### src/rtl/cpu_run_ctrl_pkg.sv
// Shared types and constants for the CPU run controller.
package cpu_run_ctrl_pkg;

  typedef enum logic [1:0] {
    HOLD = 2'd0,
    RUN  = 2'd1,
    DONE = 2'd2
  } run_state_e;

  // jal x0,0 -- the self-loop programs use to signal completion
  localparam logic [31:0] HALT_INSTR = 32'h0000_006F;

endpackage

### src/rtl/cpu_run_controller_sat_counter.sv
// Up-counter with synchronous clear and enable that sticks at all-ones.
module sat_counter #(
  parameter int CNT_W = 32
) (
  input  logic             clk_i,
  input  logic             clr_i,
  input  logic             en_i,
  output logic [CNT_W-1:0] cnt_o
);

  logic [CNT_W-1:0] cnt_q;
  logic [CNT_W-1:0] cnt_d;

  always_comb begin
    cnt_d = cnt_q;
    if (en_i && (cnt_q != {CNT_W{1'b1}})) begin
      cnt_d = cnt_q + CNT_W'(1);
    end
  end

  always_ff @(posedge clk_i) begin
    if (clr_i) begin
      cnt_q <= '0;
    end else begin
      cnt_q <= cnt_d;
    end
  end

  assign cnt_o = cnt_q;

endmodule

### src/rtl/cpu_run_controller.sv
// Sequences core reset, counts RUN cycles/retirements and detects program end.
// Optional tohost store detection is enabled by defining RUN_CTRL_TOHOST_EN.
module cpu_run_controller
  import cpu_run_ctrl_pkg::*;
#(
  parameter int              RESET_CYCLES   = 4,
  parameter int              TIMEOUT_CYCLES = 100000,
  parameter int              CNT_W          = 32,
  parameter int              XLEN           = 32,
  parameter logic [XLEN-1:0] TOHOST_ADDR    = 32'h0000_1000
) (
  input  logic             clk,
  input  logic             rst,
  input  logic             retire_valid,
  input  logic [31:0]      retire_instr,
  input  logic             mem_we,
  input  logic [XLEN-1:0]  mem_addr,
  input  logic [XLEN-1:0]  mem_wdata,
  output logic             cpu_rst,
  output logic             running,
  output logic             done,
  output logic             pass,
  output logic             timeout,
  output logic [XLEN-1:0]  exit_code,
  output logic [CNT_W-1:0] cycle_cnt,
  output logic [CNT_W-1:0] instret_cnt
);

  localparam int                HOLD_W    = (RESET_CYCLES > 1) ? $clog2(RESET_CYCLES) : 1;
  localparam logic [HOLD_W-1:0] HOLD_LAST = HOLD_W'(RESET_CYCLES - 1);
  localparam logic              TO_EN     = (TIMEOUT_CYCLES != 0);
  localparam logic [CNT_W-1:0]  TO_LAST   = CNT_W'(TIMEOUT_CYCLES - 1);

  run_state_e        state_q, state_d;
  logic [HOLD_W-1:0] hold_q, hold_d;
  logic              cpu_rst_q, cpu_rst_d;
  logic              running_q, running_d;
  logic              done_q, done_d;
  logic              pass_q, pass_d;
  logic              timeout_q, timeout_d;
  logic [XLEN-1:0]   exit_code_q, exit_code_d;

  logic            halt_ev, timeout_ev, tohost_ev, tohost_pass;
  logic [XLEN-1:0] tohost_code;

  assign halt_ev    = retire_valid && (retire_instr == HALT_INSTR);
  assign timeout_ev = TO_EN && (cycle_cnt == TO_LAST);

`ifdef RUN_CTRL_TOHOST_EN
  assign tohost_ev   = mem_we && (mem_addr == TOHOST_ADDR);
  assign tohost_pass = (mem_wdata == XLEN'(1));
  assign tohost_code = mem_wdata >> 1;
`else
  logic unused_mem;
  assign unused_mem  = ^{mem_we, mem_addr, mem_wdata, TOHOST_ADDR};
  assign tohost_ev   = 1'b0;
  assign tohost_pass = 1'b0;
  assign tohost_code = '0;
`endif

  sat_counter #(.CNT_W(CNT_W)) u_cycle_cnt (
    .clk_i (clk),
    .clr_i (rst),
    .en_i  (state_q == RUN),
    .cnt_o (cycle_cnt)
  );

  sat_counter #(.CNT_W(CNT_W)) u_instret_cnt (
    .clk_i (clk),
    .clr_i (rst),
    .en_i  ((state_q == RUN) && retire_valid),
    .cnt_o (instret_cnt)
  );

  always_comb begin
    state_d     = state_q;
    hold_d      = hold_q;
    done_d      = done_q;
    pass_d      = pass_q;
    timeout_d   = timeout_q;
    exit_code_d = exit_code_q;
    case (state_q)
      HOLD: begin
        if (hold_q == HOLD_LAST) begin
          state_d = RUN;
        end else begin
          hold_d = hold_q + HOLD_W'(1);
        end
      end
      RUN: begin
        // Event priority: tohost, then halt, then timeout
        if (tohost_ev) begin
          state_d     = DONE;
          done_d      = 1'b1;
          pass_d      = tohost_pass;
          exit_code_d = tohost_code;
        end else if (halt_ev) begin
          state_d = DONE;
          done_d  = 1'b1;
          pass_d  = 1'b1;
        end else if (timeout_ev) begin
          state_d   = DONE;
          done_d    = 1'b1;
          timeout_d = 1'b1;
        end
      end
      default: ;
    endcase
    cpu_rst_d = (state_d != RUN);
    running_d = (state_d == RUN);
  end

  always_ff @(posedge clk) begin
    if (rst) begin
      state_q     <= HOLD;
      hold_q      <= '0;
      cpu_rst_q   <= 1'b1;
      running_q   <= 1'b0;
      done_q      <= 1'b0;
      pass_q      <= 1'b0;
      timeout_q   <= 1'b0;
      exit_code_q <= '0;
    end else begin
      state_q     <= state_d;
      hold_q      <= hold_d;
      cpu_rst_q   <= cpu_rst_d;
      running_q   <= running_d;
      done_q      <= done_d;
      pass_q      <= pass_d;
      timeout_q   <= timeout_d;
      exit_code_q <= exit_code_d;
    end
  end

  assign cpu_rst   = cpu_rst_q;
  assign running   = running_q;
  assign done      = done_q;
  assign pass      = pass_q;
  assign timeout   = timeout_q;
  assign exit_code = exit_code_q;

endmodule

### config.mk
export PLATFORM = sky130hd
export DESIGN_NAME = cpu_run_controller
export DESIGN_NICKNAME = d
export VERILOG_FILES = /design/src/rtl/cpu_run_ctrl_pkg.sv /design/src/rtl/cpu_run_controller_sat_counter.sv /design/src/rtl/cpu_run_controller.sv
export SDC_FILE = /design/constraint.sdc
export NUM_CORES = 1
export LEC_CHECK = 0
export CAP_MARGIN = 40
export CORE_AREA = 2 2 101 103
export DETAILED_ROUTE_END_ITERATION = 10
export DIE_AREA = 0 0 103 105
export PLACE_DENSITY = 0.95
export SLEW_MARGIN = 25
export SYNTH_ARGS = -nofsm -noshare
export SYNTH_HDL_FRONTEND = slang
export SYNTH_HIERARCHICAL = 1
export SYNTH_SLANG_ARGS = --single-unit
### constraint.sdc
create_clock -name clk -period 3.7 [get_ports clk]
set_input_delay 0.74 -clock clk [delete_from_list [all_inputs] [get_ports clk]]
set_output_delay 0.74 -clock clk [all_outputs]
set_load 0.03 [all_outputs]
; Word-level counts from Yosys, hierarchy flattened
; Cells that the tools add are included.
[classes]
n_addsub = 3
eq_ne = 8
n_mux = 6
bitwise = 2
n_reduce_logical = 10
[ops]
columns = operator, n
row1 = $add A32 B1 Y32 const B, 2
row2 = $ne A32 B32 Y1 const B, 2
row3 = $eq A32 B17 Y1 const B, 1
row4 = $eq A32 B7 Y1 const B, 1
row5 = $mux W2, 3
row6 = $reduce_and A2 Y1, 3
row7 = $eq A2 B1 Y1 const B, 2
row8 = $logic_and A1 B1 Y1, 4
row9 = $pmux W2 S2, 1
row10 = $reduce_and A3 Y1, 1
row11 = $add A2 B1 Y2 const B, 1
row12 = $eq A2 B2 Y1 const B, 1
row13 = $logic_not A2 Y1, 1
row14 = $mux W1, 2
row15 = $ne A2 B1 Y1 const B, 1
row16 = $not A1 Y1, 2
row17 = $reduce_bool A2 Y1, 1
[word_totals]
register_bits = 73
input_bits = 100
out_inout_bits = 101
wordCells = 38

; Depth between registers and ports, before layout
; Gate-level depths: netlist of run 1.
[depth]
word_depth = 5
mapped_depth = 8
depth_no_buf = 8

; By module
; Netlist of run 1, hierarchy kept.
[modules_own_cells]
columns = module, instances, cells_each, area_per_inst_um2, seq_area_each_um2
row1 = sat_counter, 2, 199, 1674.1, 640.6
row2 = cpu_run_controller, 1, 95, 805.8, 180.2

; Least setup slack after synthesis of run 1
; Ideal clock, no wire load.
[synth_timing]
path_type = input port to flip-flop
from = input port retire_valid
to = register u_instret_cnt.cnt_q[31] (netlist: u_instret_cnt/cnt_o[31])
setup_ns = 0.121
arrival_time_ns = 2.378
t_required_ns = 3.579
setup_slack_ns = 1.201
cell_stages = 6
path_buffers = 0
cell_sequence = and2_1 -> nand4_1 -> nor4_2 -> nand4_1 -> nor4_1 -> mux2_2
[synth_via]
elab_chain_len = 2
[synth_rtl]
columns = element, line_no
row1 = "start, declared", cpu_run_controller.sv:14  ; input logic retire_valid,
row2 = $logic_and A1 B1 Y1, cpu_run_controller.sv:71  ; .en_i ((state_q == RUN) && retire_valid),
row3 = $logic_and A1 B1 Y1, cpu_run_controller_sat_counter.sv:16  ; if (en_i && (cnt_q != {CNT_W{1'b1}})) begin
row4 = "end signal, assigned", cpu_run_controller_sat_counter.sv:25  ; cnt_q <= cnt_d;
row5 = "end, declared", cpu_run_controller_sat_counter.sv:11  ; logic [CNT_W-1:0] cnt_q;
; Every way passes these cells.
; A chain may end at the register's enable or synchronous reset.

; Final worst setup path of run 1
; Ends and elaborated chain as after synthesis.

==> results of run 1 <==
[registers in the layout, summed over array words and instances (netlist names), named ones only]
| register | count |
|---|---|
| done | 1 |
| u_instret_cnt/cnt_o | 32 |
| hold_q | 2 |
| running | 1 |
| timeout | 1 |
| state_q | 1 |
| cpu_rst | 1 |
| pass | 1 |
| u_cycle_cnt/cnt_o | 32 |
[worst max-delay path, delay by kind of cell]
| kind | cells | cell delay [ps] |
|---|---|---|
| AND/OR/NAND/NOR | 5 | 1540 |
| buffers and inverters | 1 | 510 |
| multiplexers | 1 | 370 |
[Yosys cell counts, types with 4 or more instances]
cell	instances	area (µm²)
dfxtp_1	73	1460
a21oi_1	49	245
buf_4	32	240
nor2_1	31	116
nand3_1	27	135
o31ai_1	25	188
or4_1	24	180
nand2_1	23	86.3
nand4_1	22	138
or3_1	21	131
o21ai_0	17	85.1
clkbuf_1	16	60.1
nor4_1	16	100
xnor2_1	13	114
and4_1	9	78.8
and3_1	7	43.8
inv_1	7	26.3
nor3_1	7	35.0
buf_2	6	30.0
a2111oi_0	4	35.0
and2_1	4	25.0
nor2b_1	4	25.0
nor3b_1	4	30.0
[cells by family (layout without fill, tap and decap cells)]
kind of cell | Yosys count | in the layout | synth area share [%]
AND/OR/NAND/NOR | 223 | 223 | 33.3
AO/OA/AOI/OAI | 110 | 110 | 17.0
flip-flops | 73 | 73 | 35.2
buffers and inverters | 61 | 134 | 8.58
XOR/XNOR | 15 | 15 | 3.16
multiplexers | 7 | 7 | 1.81
adder cells (fa/ha/maj) | 3 | 3 | 0.904
other | 1 | 32 | 0.0903
[power groups by stage]
| stage | Clock, mW | Sequential (mW) | Combinational [mW] |
|---|---|---|---|
| after floorplan | 0 | 0.855 | 0.147 |
| after global placement | 0 | 0.841 | 0.201 |
| after detailed placement | 0 | 0.844 | 0.214 |
| after CTS | 0.642 | 0.825 | 0.215 |
| after global routing | 0.679 | 0.827 | 0.232 |
| final | 0.624 | 0.826 | 0.215 |
[worst paths after layout]
| check | startpoint | end | cells after the start |
|---|---|---|---|
| setup / recovery | retire_valid | u_instret_cnt/cnt_o[31] | 7 |
| hold / removal | pass | pass | 1 |
| setup reg to reg | state_q[1] | u_instret_cnt/cnt_o[31] | 8 |
| hold reg to reg | pass | pass | 1 |
[metrics by stage]
stage	hold slack [ps]	utilization, %	worst slack (ps)	power (mW)
4_1_cts	483	56.0	809	1.68
6_report	482	56.0	758	1.67
3_3_place_gp	448	54.0	577	1.04
5_1_grt	515	56.0	570	1.74
2_1_floorplan	465	-	1200	1.00
3_5_place_dp	464	54.0	444	1.06
[final cells by class]
class                   count  area (µm²)  area share [%]
clock inverters             6        67.6            1.25
multi-input cells         390        2460            45.6
inverters                   7        26.3           0.487
well taps                 133         166            3.08
clock buffers              10         128            2.36
repair buffers            111        1090            20.1
flip-flops and latches     73        1460            27.1
[per-layer routing]
| metal | wire length (µm) | up-vias | global-route usage [%] |
|---|---|---|---|
| met4 | 174 | 0 | 7.14 |
| met5 | 0 | - | 0 |
| met1 | 4680 | 2064 | 26.3 |
| li1 | - | 2028 | - |
| met3 | 914 | 24 | 5.55 |
| met2 | 5720 | 241 | 35.0 |
==> results by group, run 1 <==
Run status
  – Status: complete, no violations

Detailed routing
  – Antenna Nets Post-Route: 0
  – Via-per-instance ratio: 5.97
  – Residual DRC count: 0
  – Initial DRT Pass Iterations: 5
  – Initial drt markers: 296
  – Avg WL per Cell: 15.7 µm
  – Routed via count: 4357
  – WL final: 11500 µm

Critical path
  – CP required: 3930 ps
  – Arrival time at the worst endpoint: 3170 ps
  – Startpoint types: input port
  – Crit Path Class: input port to register
  – CP Max Fanout: 6
  – Most frequent CP cell: nand4_1
  – Crit-path max cell delay: 560 ps
  – Critical-path cell with the highest stage delay: nor4_2
  – Crit-path cells: clkdlybuf4s50_1 -> and2_1 -> nand4_1 -> nor4_2 -> nand4_1 -> nor4_1 -> mux2_2
  – Reg2reg setup slack: 860 ps
  – Crit. End Element: register

Synth
  – Sequential share of the synthesized area: 35.2%
  – Avg Inst Size Synth: 8.43 µm²
  – Synthesized flop and latch total: 73
  – Synth Instances: 493
  – EDFF count, synth: 0
  – Ys flop type: dfxtp_1
  – Fraction of registers with async set or reset after synthesis: 0%
  – Ys Warns: 6
  – Cell Area, Synth: 0.00415 mm²
  – Number of distinct library cells after synthesis: 51

Timing
  – Period utilisation layout: 79.5%
  – Final setup fails: 0
  – RSZ-0062 raised after global routing: no
  – Final Max Tran Viols: 0
  – Fmax: 0.340 GHz
  – Final hold violation count: 0
  – Slew @ Worst Pin: 748 ps
  – Post-layout min period: 2940 ps
  – Slew headroom: 49.7%
  – Skew final: 11.8 ps
  – Setup TNS: 0 ps

CTS
  – Root buffer cell: clkbuf_8
  – CTS tree: done
  – PostCTS Resize Cnt: 0
  – Skew-Pair Late Insertion Delay: 340 ps
  – H-tree depth: 3
  – Clock-pin slew on the worst setup and hold paths: 80 ps
  – CTS Buf Count: 9
  – CTS Sinks: 73
  – Postcts setup bufs: 0
  – Clk buf depth: 2
  – Post-CTS Hold Buffers: 0

Global routing
  – Vias in the first global route: 4039
  – Initial antenna violation count: 0
  – First-pass GRT wire length: 18700 µm
  – Total Routing Usage GR: 21.1%
  – Pin count of the biggest net entering global routing: 36
  – Gr ovfl total: 0

Die
  – Die Span X: 103 µm
  – Die Height: 105 µm
  – Die Area: 0.0108 mm²
  – Starting Density: 43.1%
  – Core ar.: 0.00964 mm²
  – I/O pins: 201
  – Site row count: 36

Cells and area
  – Layout cells sized above 1: 7.54%
  – Fill cells: 836
  – Most common cell after layout, fill and taps aside: clkdlybuf4s50_1
  – Final instance area: 0.00540 mm²
  – Ant. Diodes: 0
  – Area Overhead vs Synth: 30.0%
  – Most frequent cells in the layout: clkdlybuf4s50_1, dfxtp_1, a21oi_1
  – Non-filler cells, final: 730
  – Final net count: 695

Placed design
  – Placed Cells: 714
  – DP Area: 0.00520 mm²
  – Detailed placement HPWL: 8330 µm
  – Gp weighted congestion: 0.862
  – Port Buffers: 103

Pwr
  – Max VDD drop: 0.202 mV
  – Sw Share: 27.5%
  – Pleak: 1.68 nW
  – Seq pwr share: 49.6%
  – Switching pwr: 0.459 mW
  – Clock power share: 37.5%
  – Internal power: 1.21 mW
  – Combinational Power Share: 12.9%
  – PwrDens: 308 mW/mm²

Flow run
  – Number of max-cap violations: 0

Min path
  – Hold Crit Class: register to register
No activity file was read; power rests on OpenSTA's default activity.
==> run 2: changes to the inputs <==
--- a/config.mk
+++ b/config.mk
@@ -6,10 +6,10 @@
 export NUM_CORES = 1
 export LEC_CHECK = 0
 export CAP_MARGIN = 40
-export CORE_AREA = 2 2 101 103
+export CORE_AREA = 2 2 109 111
 export DETAILED_ROUTE_END_ITERATION = 10
-export DIE_AREA = 0 0 103 105
-export PLACE_DENSITY = 0.95
+export DIE_AREA = 0 0 111 113
+export PLACE_DENSITY = 0.87
 export SLEW_MARGIN = 25
 export SYNTH_ARGS = -nofsm -noshare
 export SYNTH_HDL_FRONTEND = slang
==> constraint.sdc (replaced) <==
create_clock -name clk -period 2.5 [get_ports clk]
set_input_delay 0.5 -clock clk [delete_from_list [all_inputs] [get_ports clk]]
set_output_delay 0.5 -clock clk [all_outputs]
set_load 0.03 [all_outputs]
==> run 2 against run 1 <==
Sequential share of layout area is 1.7 points lower. Register-to-register slack worse by 710 ps. Combinational power is 49% higher. First-iteration DRC count is 16% lower. Total power is 78% higher. Cell area is 6.9% higher. Routed wire length is 4.3% higher. Clock skew is 3.7 ps lower. Worst setup slack worse by 610 ps. Critical endpoint is now u_cycle_cnt/cnt_o[30]. Largest power group is now clock.
==> results by group, run 2 (synthesis results as in run 1) <==
CTS
  – CTS tree: done (unchanged)
  – Skew-Pair Late Insertion Delay: 330 ps (was 340 ps)
  – Clk buf depth: 2 (unchanged)
  – Root buffer cell: clkbuf_16 (was clkbuf_8)
  – Post-CTS Hold Buffers: 0 (unchanged)
  – CTS Sinks: 73 (unchanged)
  – Clock-pin slew on the worst setup and hold paths: 60 ps (was 80 ps)
  – Postcts setup bufs: 0 (unchanged)
  – H-tree depth: 3 (unchanged)
  – CTS Buf Count: 9 (unchanged)

Global routing
  – Total Routing Usage GR: 18.8% (was 21.1%)
  – Initial antenna violation count: 0 (unchanged)
  – Pin count of the biggest net entering global routing: 29 (was 36)
  – Gr ovfl total: 0 (unchanged)
  – First-pass GRT wire length: 19800 µm (was 18700 µm)
  – Vias in the first global route: 4135 (was 4039)

Critical path
  – Crit. End Element: register (unchanged)
  – Startpoint types: register (was input port)
  – Arrival time at the worst endpoint: 2620 ps (was 3170 ps)
  – Reg2reg setup slack: 150 ps (was 860 ps)
  – Worst Reg-to-Reg Cells: 5 (was 8)
  – CP required: 2770 ps (was 3930 ps)
  – Worst reg2reg path startpoint: u_cycle_cnt/cnt_o[22] (was state_q[1])
  – Crit Path Class: register to register (was input port to register)
  – Reg-to-reg endpoint: u_cycle_cnt/cnt_o[30] (was u_instret_cnt/cnt_o[31])
  – CP Max Fanout: 6 (unchanged)

Timing
  – Skew final: 8.11 ps (was 11.8 ps)
  – Slew @ Worst Pin: 606 ps (was 748 ps)
  – Final hold violation count: 0 (unchanged)
  – Slew headroom: 59.3% (was 49.7%)
  – Hold Slack: 487 ps (was 482 ps)
  – Fmax: 0.425 GHz
  – Final setup fails: 0 (unchanged)
  – Period utilisation layout: 94.0%
  – Final Max Tran Viols: 0 (unchanged)
  – Post-layout min period: 2350 ps
  – RSZ-0062 raised after global routing: no (unchanged)

Cells and area
  – Area Overhead vs Synth: 39.0% (was 30.0%)
  – Fill cells: 1022 (was 836)
  – Layout cells sized above 1: 11.9% (was 7.54%)
  – Final Util: 51.2% (was 56.0%)
  – Final net count: 722 (was 695)
  – Most frequent cells in the layout: clkdlybuf4s50_1, dfxtp_1, a21oi_1 (unchanged)
  – Most common cell after layout, fill and taps aside: clkdlybuf4s50_1 (unchanged)
  – Ant. Diodes: 0 (unchanged)

Die
  – Die Height: 113 µm (was 105 µm)
  – Site row count: 39 (was 36)
  – Die Span X: 111 µm (was 103 µm)
  – Starting Density: 36.9% (was 43.1%)
  – Die Area: 0.0125 mm² (was 0.0108 mm²)
  – Core ar.: 0.0113 mm² (was 0.00964 mm²)
  – I/O pins: 201 (unchanged)

Pwr
  – Max VDD drop: 0.313 mV (was 0.202 mV)
  – PwrDens: 514 mW/mm² (was 308 mW/mm²)
  – Pleak: 1.90 nW (was 1.68 nW)
  – Total power draw: 2.97 mW (was 1.67 mW)

Min path
  – Hold Crit Class: register to register (unchanged)
  – Hold worst-path end: pass (unchanged)
  – Worst Hold Depth: 1 (unchanged)
  – Hold Crit Start: pass (unchanged)

Detailed routing
  – Initial drt markers: 250 (was 296)
  – Routed via count: 4349 (was 4357)
  – Residual DRC count: 0 (unchanged)
  – WL final: 12000 µm (was 11500 µm)
  – Antenna Nets Post-Route: 0 (unchanged)
  – Initial DRT Pass Iterations: 4 (was 5)
  – Avg WL per Cell: 15.6 µm (was 15.7 µm)
  – Via-per-instance ratio: 5.67 (was 5.97)

Flow run
  – Number of max-cap violations: 0 (unchanged)

Placed design
  – Gp weighted congestion: 0.865 (was 0.862)
  – Detailed placement HPWL: 8820 µm (was 8330 µm)
  – Port Buffers: 103 (unchanged)

Run status
  – Status: complete, no violations (unchanged)
## run 2: cell count changes in the layout (fill, tap and decap cells not counted), sizes merged
| cell | delta |
|---|---|
| buf | +27 |
| clkinvlp | -1 |
| clkinv | -1 |
| clkbuf | +1 |
| bufinv | +1 |
## run 2: per-layer routing
| layer | track usage, % | share of wire (%) | vias to the layer above |
|---|---|---|---|
| met2 | 32.4 | 50 | 196 |
| li1 | - | - | 2067 |
| met3 | 4.71 | 7.3 | 14 |
| met5 | 0 | 0 | - |
| met1 | 23.1 | 42 | 2072 |
| met4 | 6.17 | 1.3 | 0 |
## run 2: what timing repair did
item	in CTS	in global routing
hold endpoints to repair	0	0
resized for setup	0	2
endpoints found under the setup margin	0	11
## run 2: area by class of cell
| class | instances | area [µm²] | area share, % |
|---|---|---|---|
| Tap cell | 143 | 179 | 3.10 |
| Sequential cell | 73 | 1460 | 25.3 |
| Timing Repair Buffer | 138 | 1290 | 22.3 |
| Multi-Input combinational cell | 390 | 2480 | 43.0 |
| Clock buffer | 11 | 253 | 4.38 |
| Inverter | 7 | 26.3 | 0.455 |
| Clock inverter | 5 | 85.1 | 1.47 |
## run 2: metrics by stage
stage | setup TNS, ps | cells | worst slack [ps] | cell area (µm²)
final | 0 | 767 | 149 | 5770
after global routing | 0 | 767 | 38.2 | 5770
after CTS | 0 | 767 | 121 | 5760
after detailed placement | -684 | 751 | -209 | 5420
after global placement | -372 | 751 | -146 | 5420
after floorplan | 0 | 524 | 73.5 | 4270
## run 2: worst max-delay path by stage
stage          cells after the start  slack (ps)                      end                     from
2_1_floorplan                      8          70  u_instret_cnt/cnt_o[31]               state_q[1]
3_3_place_gp                       8        -150  u_instret_cnt/cnt_o[31]             retire_valid
3_5_place_dp                       8        -210  u_instret_cnt/cnt_o[31]             retire_valid
4_1_cts                            8         120  u_instret_cnt/cnt_o[31]             retire_valid
5_1_grt                            5          40  u_instret_cnt/cnt_o[30]  u_instret_cnt/cnt_o[21]
6_report                           5         150    u_cycle_cnt/cnt_o[30]    u_cycle_cnt/cnt_o[22]
## run 2: worst max-delay path, cell delays in order (launching register included)
cell and delay (ps):
dfxtp_1 430, and3_4 270, or3b_1 500, or3_4 460
or4_1 480, a21oi_1 140
## run 2: report_power, final
part	internal, mW	switching, mW	total [mW]
clock network	0.933	0.496	1.43
registers	1.20	0.0251	1.22
logic	0.133	0.188	0.321
total	2.26	0.709	2.97
